$ cat config.mk
export PLATFORM = sky130hd
export DESIGN_NAME = multicycle_ctrl_fsm
export DESIGN_NICKNAME = d
export VERILOG_FILES = /design/src/rtl/mc_ctrl_pkg.sv /design/src/rtl/mc_mem_watchdog.sv /design/src/rtl/multicycle_ctrl_fsm.sv
export SDC_FILE = /design/constraint.sdc
export NUM_CORES = 1
export LEC_CHECK = 0
export BUFFER_PORTS_ARGS = -buffer_cell sky130_fd_sc_hd__buf_2
export CORE_AREA = 2 2 47 49
export DETAILED_ROUTE_END_ITERATION = 12
export DIE_AREA = 0 0 49 51
export PLACE_DENSITY = 0.84
export SYNTH_ARGS = -nofsm -noshare
export SYNTH_HDL_FRONTEND = slang
export SYNTH_HIERARCHICAL = 1
export SYNTH_SLANG_ARGS = --single-unit
$ cat constraint.sdc
create_clock -name clk -period 6.4 [get_ports clk]
set_input_delay 1.28 -clock clk [delete_from_list [all_inputs] [get_ports clk]]
set_output_delay 1.28 -clock clk [all_outputs]
set_load 0.1 [all_outputs]
$ cat src/rtl/mc_ctrl_pkg.sv
// Shared encodings for the multicycle MIPS-subset sequencer: states, opcodes,
// funct codes and the datapath mux/ALU select values.
package mc_ctrl_pkg;

  typedef enum logic [3:0] {
    S_RESET, S_FETCH, S_DECODE, S_MEM_ADDR, S_MEM_RD, S_MEM_WB, S_MEM_WR,
    S_EXEC_R, S_R_WB, S_EXEC_I, S_I_WB, S_BRANCH, S_JUMP
  } state_t;

  localparam logic [5:0] OP_RTYPE = 6'b000000;
  localparam logic [5:0] OP_LW    = 6'b100011;
  localparam logic [5:0] OP_SW    = 6'b101011;
  localparam logic [5:0] OP_BEQ   = 6'b000100;
  localparam logic [5:0] OP_XORI  = 6'b001110;
  localparam logic [5:0] OP_J     = 6'b000010;

  localparam logic [5:0] FN_SLL = 6'h00;
  localparam logic [5:0] FN_SRL = 6'h02;

  localparam logic [1:0] ALU_ADD   = 2'b00;
  localparam logic [1:0] ALU_SUB   = 2'b01;
  localparam logic [1:0] ALU_FUNCT = 2'b10;
  localparam logic [1:0] ALU_XOR   = 2'b11;

  localparam logic [1:0] SRCB_REGB    = 2'b00;
  localparam logic [1:0] SRCB_FOUR    = 2'b01;
  localparam logic [1:0] SRCB_IMM     = 2'b10;
  localparam logic [1:0] SRCB_IMM_SH2 = 2'b11;

  localparam logic [1:0] PCS_ALU    = 2'b00;
  localparam logic [1:0] PCS_ALUOUT = 2'b01;
  localparam logic [1:0] PCS_JUMP   = 2'b10;

endpackage

$ cat src/rtl/mc_mem_watchdog.sv
// Memory-access watchdog: counts stalled cycles in a memory state and flags
// expiry on the cycle the count reaches MEM_TIMEOUT-1 while still stalled.
module mc_mem_watchdog #(
  parameter int MEM_TIMEOUT = 16,
  parameter int TO_W        = 8
) (
  input  logic clk,
  input  logic rst_n,
  input  logic clear,
  input  logic count,
  output logic expire
);

  logic [TO_W-1:0] cnt;

  assign expire = count && (cnt == TO_W'(MEM_TIMEOUT - 1));

  // expiry restarts the count so a retried fetch gets a full window
  always_ff @(posedge clk or negedge rst_n) begin
    if (!rst_n)              cnt <= '0;
    else if (clear || expire) cnt <= '0;
    else if (count)          cnt <= cnt + TO_W'(1);
  end

endmodule

$ cat src/rtl/multicycle_ctrl_fsm.sv
// Multicycle control sequencer for the MIPS-subset datapath.
// Optional MC_PERF_CNT_EN adds retired-instruction and stall-cycle counters.
module multicycle_ctrl_fsm
  import mc_ctrl_pkg::*;
#(
  parameter int MEM_TIMEOUT = 16,
  parameter int TO_W        = 8
) (
  input  logic       clk,
  input  logic       rst_n,
  input  logic [5:0] opcode,
  input  logic [5:0] funct,
  input  logic       zero,
  input  logic       mem_ready,
  output logic       pc_write,
  output logic       pc_write_cond,
  output logic       iord,
  output logic       mem_read,
  output logic       mem_write,
  output logic       ir_write,
  output logic       mem_to_reg,
  output logic       reg_dst,
  output logic       reg_write,
  output logic       alu_src_a,
  output logic [1:0] alu_src_b,
  output logic [1:0] alu_op,
  output logic       sign_zero,
  output logic [1:0] pc_source,
  output logic       illegal_op,
  output logic       mem_err
`ifdef MC_PERF_CNT_EN
  ,
  output logic [31:0] instr_retired,
  output logic [31:0] stall_cycles
`endif
);

  state_t state, state_nxt;
  logic   mem_st, wd_count, wd_expire;
  logic   unused_zero;

  // zero qualifies pc_write_cond in the datapath, not here
  assign unused_zero = zero;

  assign mem_st   = (state == S_FETCH) || (state == S_MEM_RD) || (state == S_MEM_WR);
  assign wd_count = mem_st && !mem_ready;

  mc_mem_watchdog #(.MEM_TIMEOUT(MEM_TIMEOUT), .TO_W(TO_W)) u_wd (
    .clk    (clk),
    .rst_n  (rst_n),
    .clear  (!wd_count),
    .count  (wd_count),
    .expire (wd_expire)
  );

  always_ff @(posedge clk or negedge rst_n) begin
    if (!rst_n) state <= S_RESET;
    else        state <= state_nxt;
  end

  always_comb begin
    state_nxt     = state;
    pc_write      = 1'b0;
    pc_write_cond = 1'b0;
    iord          = 1'b0;
    mem_read      = 1'b0;
    mem_write     = 1'b0;
    ir_write      = 1'b0;
    mem_to_reg    = 1'b0;
    reg_dst       = 1'b0;
    reg_write     = 1'b0;
    alu_src_a     = 1'b0;
    alu_src_b     = SRCB_REGB;
    alu_op        = ALU_ADD;
    sign_zero     = 1'b0;
    pc_source     = PCS_ALU;
    illegal_op    = 1'b0;
    mem_err       = 1'b0;
    case (state)
      S_RESET: state_nxt = S_FETCH;
      S_FETCH: begin
        mem_read  = 1'b1;
        alu_src_b = SRCB_FOUR;
        ir_write  = mem_ready;
        pc_write  = mem_ready;
        if (mem_ready) state_nxt = S_DECODE;
        else if (wd_expire) mem_err = 1'b1;
      end
      S_DECODE: begin
        alu_src_b = SRCB_IMM_SH2;
        case (opcode)
          OP_RTYPE:     state_nxt = S_EXEC_R;
          OP_LW, OP_SW: state_nxt = S_MEM_ADDR;
          OP_BEQ:       state_nxt = S_BRANCH;
          OP_XORI:      state_nxt = S_EXEC_I;
          OP_J:         state_nxt = S_JUMP;
          default: begin
            illegal_op = 1'b1;
            state_nxt  = S_FETCH;
          end
        endcase
      end
      S_MEM_ADDR: begin
        alu_src_a = 1'b1;
        alu_src_b = SRCB_IMM;
        state_nxt = (opcode == OP_SW) ? S_MEM_WR : S_MEM_RD;
      end
      S_MEM_RD: begin
        mem_read = 1'b1;
        iord     = 1'b1;
        if (mem_ready) state_nxt = S_MEM_WB;
        else if (wd_expire) begin
          mem_err   = 1'b1;
          state_nxt = S_FETCH;
        end
      end
      S_MEM_WB: begin
        reg_write  = 1'b1;
        mem_to_reg = 1'b1;
        state_nxt  = S_FETCH;
      end
      S_MEM_WR: begin
        // an abandoned store must not land in memory
        mem_write = !wd_expire;
        iord      = 1'b1;
        if (mem_ready) state_nxt = S_FETCH;
        else if (wd_expire) begin
          mem_err   = 1'b1;
          state_nxt = S_FETCH;
        end
      end
      S_EXEC_R: begin
        alu_src_a = 1'b1;
        alu_op    = ALU_FUNCT;
        alu_src_b = (funct == FN_SLL || funct == FN_SRL) ? SRCB_IMM : SRCB_REGB;
        state_nxt = S_R_WB;
      end
      S_R_WB: begin
        reg_write = 1'b1;
        reg_dst   = 1'b1;
        state_nxt = S_FETCH;
      end
      S_EXEC_I: begin
        alu_src_a = 1'b1;
        alu_src_b = SRCB_IMM;
        alu_op    = ALU_XOR;
        sign_zero = 1'b1;
        state_nxt = S_I_WB;
      end
      S_I_WB: begin
        reg_write = 1'b1;
        sign_zero = 1'b1;
        state_nxt = S_FETCH;
      end
      S_BRANCH: begin
        alu_src_a     = 1'b1;
        alu_op        = ALU_SUB;
        pc_write_cond = 1'b1;
        pc_source     = PCS_ALUOUT;
        state_nxt     = S_FETCH;
      end
      S_JUMP: begin
        pc_write  = 1'b1;
        pc_source = PCS_JUMP;
        state_nxt = S_FETCH;
      end
      default: state_nxt = S_RESET;
    endcase
  end

`ifdef MC_PERF_CNT_EN
  logic retire;
  assign retire = (state == S_MEM_WB) || (state == S_R_WB) || (state == S_I_WB) ||
                  (state == S_BRANCH) || (state == S_JUMP) ||
                  (state == S_MEM_WR && mem_ready);

  always_ff @(posedge clk or negedge rst_n) begin
    if (!rst_n) begin
      instr_retired <= '0;
      stall_cycles  <= '0;
    end else begin
      if (retire)   instr_retired <= instr_retired + 32'd1;
      if (wd_count) stall_cycles  <= stall_cycles + 32'd1;
    end
  end
`endif

endmodule
### Yosys cells after proc, flatten, opt, wreduce, memory -nomap -nowiden

Cells that the tools add are included.

* flip-flop bits (word level): 12
* input port bits: 16
* output and inout port bits: 19
* logic and storage cells: 75

* add/subtract/negate cells: 1
* equal/unequal tests: 20
* mux-type cells: 29
* reduce and logical (&&, ||, !) cells: 23

Operator list (count)
* $pmux W4 S8: 1
* $eq A4 B4 Y1 const B: 5
* $pmux W4 S5: 1
* $eq A4 B3 Y1 const B: 4
* $mux W4: 4
* $mux W8: 2
* $mux W1: 15
* $eq A6 B2 Y1 const B: 2
* $eq A6 B6 Y1 const B: 2
* $logic_not A6 Y1: 2
* $reduce_or A6 Y1: 2
* $reduce_or A2 Y1: 5
* $add A8 B1 Y8 const B: 1
* $eq A4 B2 Y1 const B: 2
* $eq A8 B4 Y1 const B: 1
* $pmux W2 S4: 1
* $eq A6 B3 Y1 const B: 1
* $eq A6 B4 Y1 const B: 1
* $pmux W2 S3: 1
* $reduce_or A3 Y1: 2
* $eq A4 B1 Y1 const B: 1
* $logic_not A4 Y1: 1
* $logic_or A1 B1 Y1: 4
* $mux W2: 2
* other kinds (7): 10

### Logic depth before layout (Yosys ltp)

Gate-level depths: netlist of the first run.

* word-level depth: 8
* gate-level depth with buffers: 9
* gate-level depth less buffers: 8

### By module

The synthesis of the first run kept the hierarchy.

Modules (own cells, without submodules)
* multicycle_ctrl_fsm: times used 1, cells an instance 82, area each 569.3 um2, sequential area each 100.1 um2
* mc_mem_watchdog: times used 1, cells an instance 45, area each 429.2 um2, sequential area each 200.2 um2

### Worst setup path before layout of the first run

Ideal clock, no wire load.

* path type: in2out
* from: input port mem_ready
* to: output port mem_write
* data arrival time: 3826 ps
* required time: 5120 ps
* setup slack: 1294 ps
* stages on the path: 5
* buffers on the path: 0
* cell sequence: or2_2 nor2_1 nand4_1 nor2_4 nor3_1

* cells in the longest elaborated chain, start to end: 5

Ends and longest elaborated chain
* start, declared: line multicycle_ctrl_fsm.sv:14 `input logic mem_ready,`
* $logic_not A1 Y1: line multicycle_ctrl_fsm.sv:46 `assign wd_count = mem_st && !mem_ready;`
* $logic_and A1 B1 Y1: line multicycle_ctrl_fsm.sv:46
* named net wd_count: line multicycle_ctrl_fsm.sv:39 `logic mem_st, wd_count, wd_expire;`
* $logic_and A1 B1 Y1: line mc_mem_watchdog.sv:16 `assign expire = count && (cnt == TO_W'(MEM_TIMEOUT - 1));`
* named net wd_expire: line multicycle_ctrl_fsm.sv:39
* $logic_not A1 Y1: line multicycle_ctrl_fsm.sv:124 `mem_write = !wd_expire;`
* $mux W1: line multicycle_ctrl_fsm.sv:79 `case (state)`
* end, declared: line multicycle_ctrl_fsm.sv:19 `output logic mem_write,`

The timed path passes the listed nets, and every way through them passes these cells.

### Final worst setup path of the first run

* from: input port mem_ready
* to: output port mem_err

* cells in the longest elaborated chain, start to end: 6

Ends and longest elaborated chain
* $logic_not A1 Y1: line multicycle_ctrl_fsm.sv:46
* $logic_and A1 B1 Y1: line multicycle_ctrl_fsm.sv:46
* named net wd_count: line multicycle_ctrl_fsm.sv:39
* $logic_and A1 B1 Y1: line mc_mem_watchdog.sv:16
* named net wd_expire: line multicycle_ctrl_fsm.sv:39
* $mux W1: line multicycle_ctrl_fsm.sv:87, multicycle_ctrl_fsm.sv:112, multicycle_ctrl_fsm.sv:127
* $mux W1: line multicycle_ctrl_fsm.sv:111 `if (mem_ready) state_nxt = S_MEM_WB;`
* $mux W1
* end, declared: line multicycle_ctrl_fsm.sv:30 `output logic mem_err`

The timed path passes the listed nets, and every way through them passes these cells.

==> results of run 1 <==
-- state kept, by name, indices dropped and copies added (netlist names) --
register,count
state,4
u_wd/cnt,8
-- worst paths after layout --
path / to / from / depth (start not counted)
min in group asynchronous: u_wd/cnt[6] / rst_n / 1
setup / recovery: mem_err / mem_ready / 7
hold / removal: u_wd/cnt[1] / u_wd/cnt[1] / 2
max in group asynchronous: u_wd/cnt[4] / rst_n / 1
setup reg to reg: state[1] / state[2] / 8
hold reg to reg: u_wd/cnt[1] / u_wd/cnt[1] / 2
-- per-stage QoR --
stage	setup WS, ns	instances	instance area, µm²	power, mW	hold WS, ns
after floorplan	1.29	127	998	0.506	0.495
after global placement	1.91	180	1150	0.552	0.523
after detailed placement	1.86	180	1150	0.559	0.551
after CTS	1.87	184	1190	0.620	0.569
after global routing	1.76	184	1190	0.647	0.614
final	1.87	184	1190	0.616	0.566
-- cells in the mapped netlist (3+ instances only) --
master                     number  area share
sky130_fd_sc_hd__nor3_1         6       0.030
sky130_fd_sc_hd__o21ai_1        3       0.015
sky130_fd_sc_hd__o21ai_0        4       0.020
sky130_fd_sc_hd__nor4_1         3       0.019
sky130_fd_sc_hd__dfrtp_1       12        0.30
sky130_fd_sc_hd__a21oi_1        8       0.040
sky130_fd_sc_hd__nand2b_1       5       0.031
sky130_fd_sc_hd__nand4_1        3       0.019
sky130_fd_sc_hd__inv_1          3       0.011
sky130_fd_sc_hd__o31ai_1        3       0.023
sky130_fd_sc_hd__buf_2          3       0.015
sky130_fd_sc_hd__nor2_1        12       0.045
sky130_fd_sc_hd__and2_1         3       0.019
sky130_fd_sc_hd__nand2_1       15       0.056
sky130_fd_sc_hd__or3_1          4       0.025
-- logic make-up after synthesis --
group,after synthesis,synth area share
xor gates and xnor gates,3,0.0263
muxes,2,0.0213
adders and majority gates,1,0.0125
buffers and inverters,10,0.0526
DFF,12,0.301
AOI/OAI and AO/OA,29,0.189
and+or+nand+nor,70,0.397
-- cell type report --
cell class	instances	area share
Sequential cell	12	0.253
Tap cell	28	0.0295
Clock buffer	4	0.0305
Inverter	3	0.00947
Multi-Input combinational cell	105	0.543
Timing Repair Buffer	32	0.135
-- where the power goes --
part	total, mW	internal [mW]	switching, mW
Combinational	0.428	0.0834	0.344
Clock	0.0591	0.0346	0.0246
Sequential	0.129	0.0865	0.0425
Total	0.616	0.204	0.411
-- layer usage --
metal	GRT usage	vias up	share of wire	wire length [µm]
met1	0.216	469	0.43	996
met5	0	-	0	0
met2	0.406	34	0.51	1160
li1	-	531	-	-
met4	0.0857	0	0.0061	14
met3	0.0175	2	0.053	121
-- worst max-delay path: cells and delay by family --
| family | cells | cell delay, ns |
|---|---|---|
| simple gates | 5 | 1.42 |
| buf+inv | 2 | 0.54 |
-- layout by cell type, fill, tap and decap left out, drive strengths merged, types with 3 or more instances in the layout --
master,count
or2,3
inv,3
a21oi,8
clkbuf,4
nand2b,5
o21ai,7
and2,3
dfrtp,12
o31ai,3
nor2,14
nand2,15
nor4,3
nand4,4
nor3,6
or4,3
buf,32
or3,4
==> results_dict.tcl, run 1 <==
set metrics [dict create \
    fin_setup_tns_ns 0 \
    critPathMaxStageDelay_ns 0.42 \
    yosysSeqAreaShare 0.301 \
    critical-path-top-cell-by-count "sky130_fd_sc_hd__buf_2" \
    unrepaired_setup_endpoints_after_global_routing "false" \
    die-width_um 49 \
    worst-r2r-setup-slack_ns 4.04 \
    row_count 17 \
    post_synthesis_net_count 144 \
    avgViaCountPerCell 5.63 \
    grt_max_degree 20 \
    fmax_ghz 0.221 \
    layout.core_utilization 0.576 \
    power_density_nw_per_um2 518 \
    detail-route-antenna-nets 0 \
    n_antenna_cell 0 \
    area_delta_synth_final_pct 19.0 \
    type_of_the_setup_path_with_the_least_slack "primary input to output pin" \
    clock_sink_count 12 \
    number_of_buffers_added_by_the_clock_tree_synthesis_step 3 \
    fp.dieH_um 51 \
    fin_crit_sh 0.708 \
    groute.usage.overall 0.203 \
    static-leakage-power_nw 0.534 \
    worstSetupStartpointType "primary input" \
    gp_congestion 0.789 \
    totalWireLength_mm 2.29 \
    postSynthRegisterBits 12 \
    worstPathMaxFanout 9 \
    postCtsResizedCells 0 \
    io_pins 35 \
    yosysWarningCount 6 \
    floorplan.initialDensity 0.484 \
    final_layout_size_suffix_gt1_frac 0.288 \
    slew_viol_final 0 \
    synth_top_flop_cell "sky130_fd_sc_hd__dfrtp_1" \
    wire_length_of_the_first_global_routing_pass_mm 4.00 \
    final-setup-viol-count 0 \
    max_cap_viol_count 0 \
    number_of_global_route_vias_before_repair 983 \
    remaining_drc_errors 0 \
    vias 1036 \
    antenna_found_initial 0 \
    worstSkewPairLatency_ns 0.27 \
    cp.required_ns 5.12 \
    multi_input_combinational_cell_area_um2 646 \
    cts_hold_buffers 0 \
    hold_viol_final 0 \
    mappedNetlistArea_um2 998 \
    design.die.area_um2 2500 \
    timing.critical_path.cells "buf_2 > or2_2 > nor2_1 > nand4_1 > nor2_4 > and2_1 > buf_2" \
    detail_route.wl_per_cell_um 12.4 \
    hpwl_mm 1.81 \
    slew_headroom 0.648 \
    synth_edf_count 0 \
    synth.lib_cells_used.distinct 46 \
    arrival_ns 3.25 \
    synth_async_sr_flop_share 1.00 \
    avgSynthCellArea_um2 7.86 \
    postSynthCellCount 127 \
    endpoint_kind "output pin" \
    worst_slew_pin_tran_ns 0.528 \
    clk_pin_slew_worst_paths_ns 0.07 \
    final.min_clock_period_ns 4.53 \
    status "completed" \
    post_cts_buffers 0 \
    iteration_count_of_the_initial_detailed_routing_pass 4 \
    vdd_ir_drop_max_mv 0.536 \
    final-seq-area_um2 300 \
    layout.filler_cells 205 \
    drt_iter0_drc 15 \
    clockRootBuffer "sky130_fd_sc_hd__clkbuf_4" \
    nets 174 \
    tritoncts "done" \
    floorplan.core_area_um2 2060 \
    finalClockSkew_ns 0.00187 \
    worst_path_max_delay_cell "sky130_fd_sc_hd__buf_2" \
    htreeDepth 1 \
    port_buffers 32 \
    grt_remaining_overflow 0 \
    ctsLongestPathBuffers 2 \
    hold_class "flop to flop" \
]
No activity file was read; power rests on OpenSTA's default activity.
==> run 2: changes to the inputs <==
--- a/config.mk
+++ b/config.mk
@@ -6,10 +6,10 @@
 export NUM_CORES = 1
 export LEC_CHECK = 0
 export BUFFER_PORTS_ARGS = -buffer_cell sky130_fd_sc_hd__buf_2
-export CORE_AREA = 2 2 47 49
+export CORE_AREA = 2 2 40 69
 export DETAILED_ROUTE_END_ITERATION = 12
-export DIE_AREA = 0 0 49 51
-export PLACE_DENSITY = 0.84
+export DIE_AREA = 0 0 42 71
+export PLACE_DENSITY = 0.73
 export SYNTH_ARGS = -nofsm -noshare
 export SYNTH_HDL_FRONTEND = slang
 export SYNTH_HIERARCHICAL = 1
==> constraint.sdc (replaced) <==
create_clock -name clk -period 3.74 [get_ports clk]
set_input_delay 0.748 -clock clk [delete_from_list [all_inputs] [get_ports clk]]
set_output_delay 0.748 -clock clk [all_outputs]
set_load 0.1 [all_outputs]
==> results_dict.tcl, run 2 (synthesis results as in run 1) <==
set metrics [dict create \
    htreeDepth 1 \
    p_total_mw 1.09 \
    postCtsResizedCells 0 \
    ctsLongestPathBuffers 2 \
    max_cap_viol_count 0 \
    port_buffers 32 \
    remaining_drc_errors 0 \
    status "completed" \
    gp_congestion 0.793 \
    wire_length_of_the_first_global_routing_pass_mm 4.30 \
    fin_hold_ws_ns 0.376 \
    final_cell_mix "sky130_fd_sc_hd__buf_2 (32), sky130_fd_sc_hd__nand2_1 (15), sky130_fd_sc_hd__dfrtp_1 (12), sky130_fd_sc_hd__nor2_1 (11), sky130_fd_sc_hd__a21oi_1 (8)" \
    floorplan.core_area_um2 2430 \
    n_antenna_cell 0 \
    row_count 24 \
    fin_crit_sh 0.851 \
    cts_hold_buffers 0 \
    drt_iter0_drc 20 \
    placed_cell_area_um2 1170 \
    worst_slew_pin_tran_ns 0.604 \
    vias 1048 \
    final-setup-viol-count 0 \
    endpoint_kind "output pin" \
    number_of_global_route_vias_before_repair 998 \
    iteration_count_of_the_initial_detailed_routing_pass 4 \
    biggestRegsByFlops "u_wd/cnt x8, state x4" \
    finalClockSkew_ns 0.00410 \
    worstPathMaxFanout 17 \
    design.die.area_um2 2980 \
    top_register "u_wd/cnt" \
    worst-r2r-setup-slack_ns 1.55 \
    floorplan.initialDensity 0.410 \
    hpwl_mm 1.95 \
    slew_headroom 0.594 \
    clock_sink_count 12 \
    static-leakage-power_nw 0.544 \
    fin_setup_tns_ns 0 \
    tritoncts "done" \
    io_pins 35 \
    antenna_found_initial 0 \
    cp.required_ns 2.99 \
    fmax_ghz 0.314 \
    vdd_ir_drop_max_mv 0.576 \
    grt_remaining_overflow 0 \
    hold_class "primary input to async pin" \
    avgViaCountPerCell 5.76 \
    totalWireLength_mm 2.55 \
    fp.dieH_um 71 \
    final.min_clock_period_ns 3.18 \
    area_delta_synth_final_pct 21.8 \
    final_layout_size_suffix_gt1_frac 0.314 \
    worstSkewPairLatency_ns 0.24 \
    hold_viol_final 0 \
    post_cts_buffers 0 \
    power_density_nw_per_um2 898 \
    number_of_buffers_added_by_the_clock_tree_synthesis_step 3 \
    clk_pin_slew_worst_paths_ns 0.05 \
    worstSetupStartpointType "flop" \
    largest_register_ff_count 8 \
    type_of_the_setup_path_with_the_least_slack "flop to output pin" \
    arrival_ns 2.43 \
    detail-route-antenna-nets 0 \
    groute.usage.overall 0.186 \
    nets 175 \
    unrepaired_setup_endpoints_after_global_routing "false" \
    detail_route.wl_per_cell_um 14.0 \
    slew_viol_final 0 \
    die-width_um 42 \
    final_common_cell "sky130_fd_sc_hd__buf_2" \
    grt_max_degree 20 \
    clockRootBuffer "sky130_fd_sc_hd__clkbuf_8" \
    design_area_um2 1220 \
]
[run 2: changes by cell type in the layout (fill, tap and decap cells not counted)]
cell,before,now
sky130_fd_sc_hd__clkbuf_8,1,3
sky130_fd_sc_hd__buf_4,0,1
sky130_fd_sc_hd__nor3_1,6,3
sky130_fd_sc_hd__nor2_1,12,11
sky130_fd_sc_hd__nor3_2,0,3
sky130_fd_sc_hd__nor2_2,1,2
sky130_fd_sc_hd__clkbuf_4,3,0
[run 2: metal layers]
metal	vias to the layer above	GRT usage	part of all wire
met1	483	0.201	0.41
met5	-	0	0
li1	529	-	-
met3	7	0.0230	0.040
met4	0	0.118	0.032
met2	29	0.332	0.52
[run 2: metrics by stage]
stage                     instances   util  setup slack [ns]
after floorplan                 127      -             0.139
after global placement          179  0.483             0.642
after detailed placement        179  0.483             0.595
after CTS                       182  0.500             0.581
after global routing            182  0.500             0.338
final                           182  0.500             0.558
[run 2: critical path, stage by stage, from the launching register on]
cell and delay (ns):
sky130_fd_sc_hd__dfrtp_1 0.68, sky130_fd_sc_hd__nor2b_1 0.23, sky130_fd_sc_hd__a21oi_1 0.06, sky130_fd_sc_hd__nor2_1 0.16, sky130_fd_sc_hd__nand4_1 0.23, sky130_fd_sc_hd__nor2_4 0.26
sky130_fd_sc_hd__and2_1 0.15, sky130_fd_sc_hd__buf_2 0.42
[run 2: area by class of cell]
cell class / count / area [µm²]
inverters: 3 / 11.3
clock buffers: 3 / 41.3
repair buffers: 33 / 168
flip-flops and latches: 12 / 300
well taps: 26 / 32.5
multi-input cells: 105 / 663
fillers: 240 / 1220
[run 2: where the power goes]
group / leakage [nW] / total, mW / switching [mW] / internal, mW
registers: 0.163 / 0.226 / 0.0771 / 0.149
logic: 0.359 / 0.750 / 0.600 / 0.150
clock network: 0.0216 / 0.117 / 0.0459 / 0.0708
total: 0.544 / 1.09 / 0.723 / 0.369
[run 2: worst paths after layout]
path                             start     endpoint  cells past startpoint
setup reg to reg              state[2]  u_wd/cnt[5]                      7
hold reg to reg            u_wd/cnt[7]  u_wd/cnt[7]                      2
min in group clk           u_wd/cnt[7]  u_wd/cnt[7]                      2
setup / recovery              state[2]      mem_err                      7
hold / removal                   rst_n  u_wd/cnt[4]                      1
max in group asynchronous        rst_n  u_wd/cnt[7]                      1
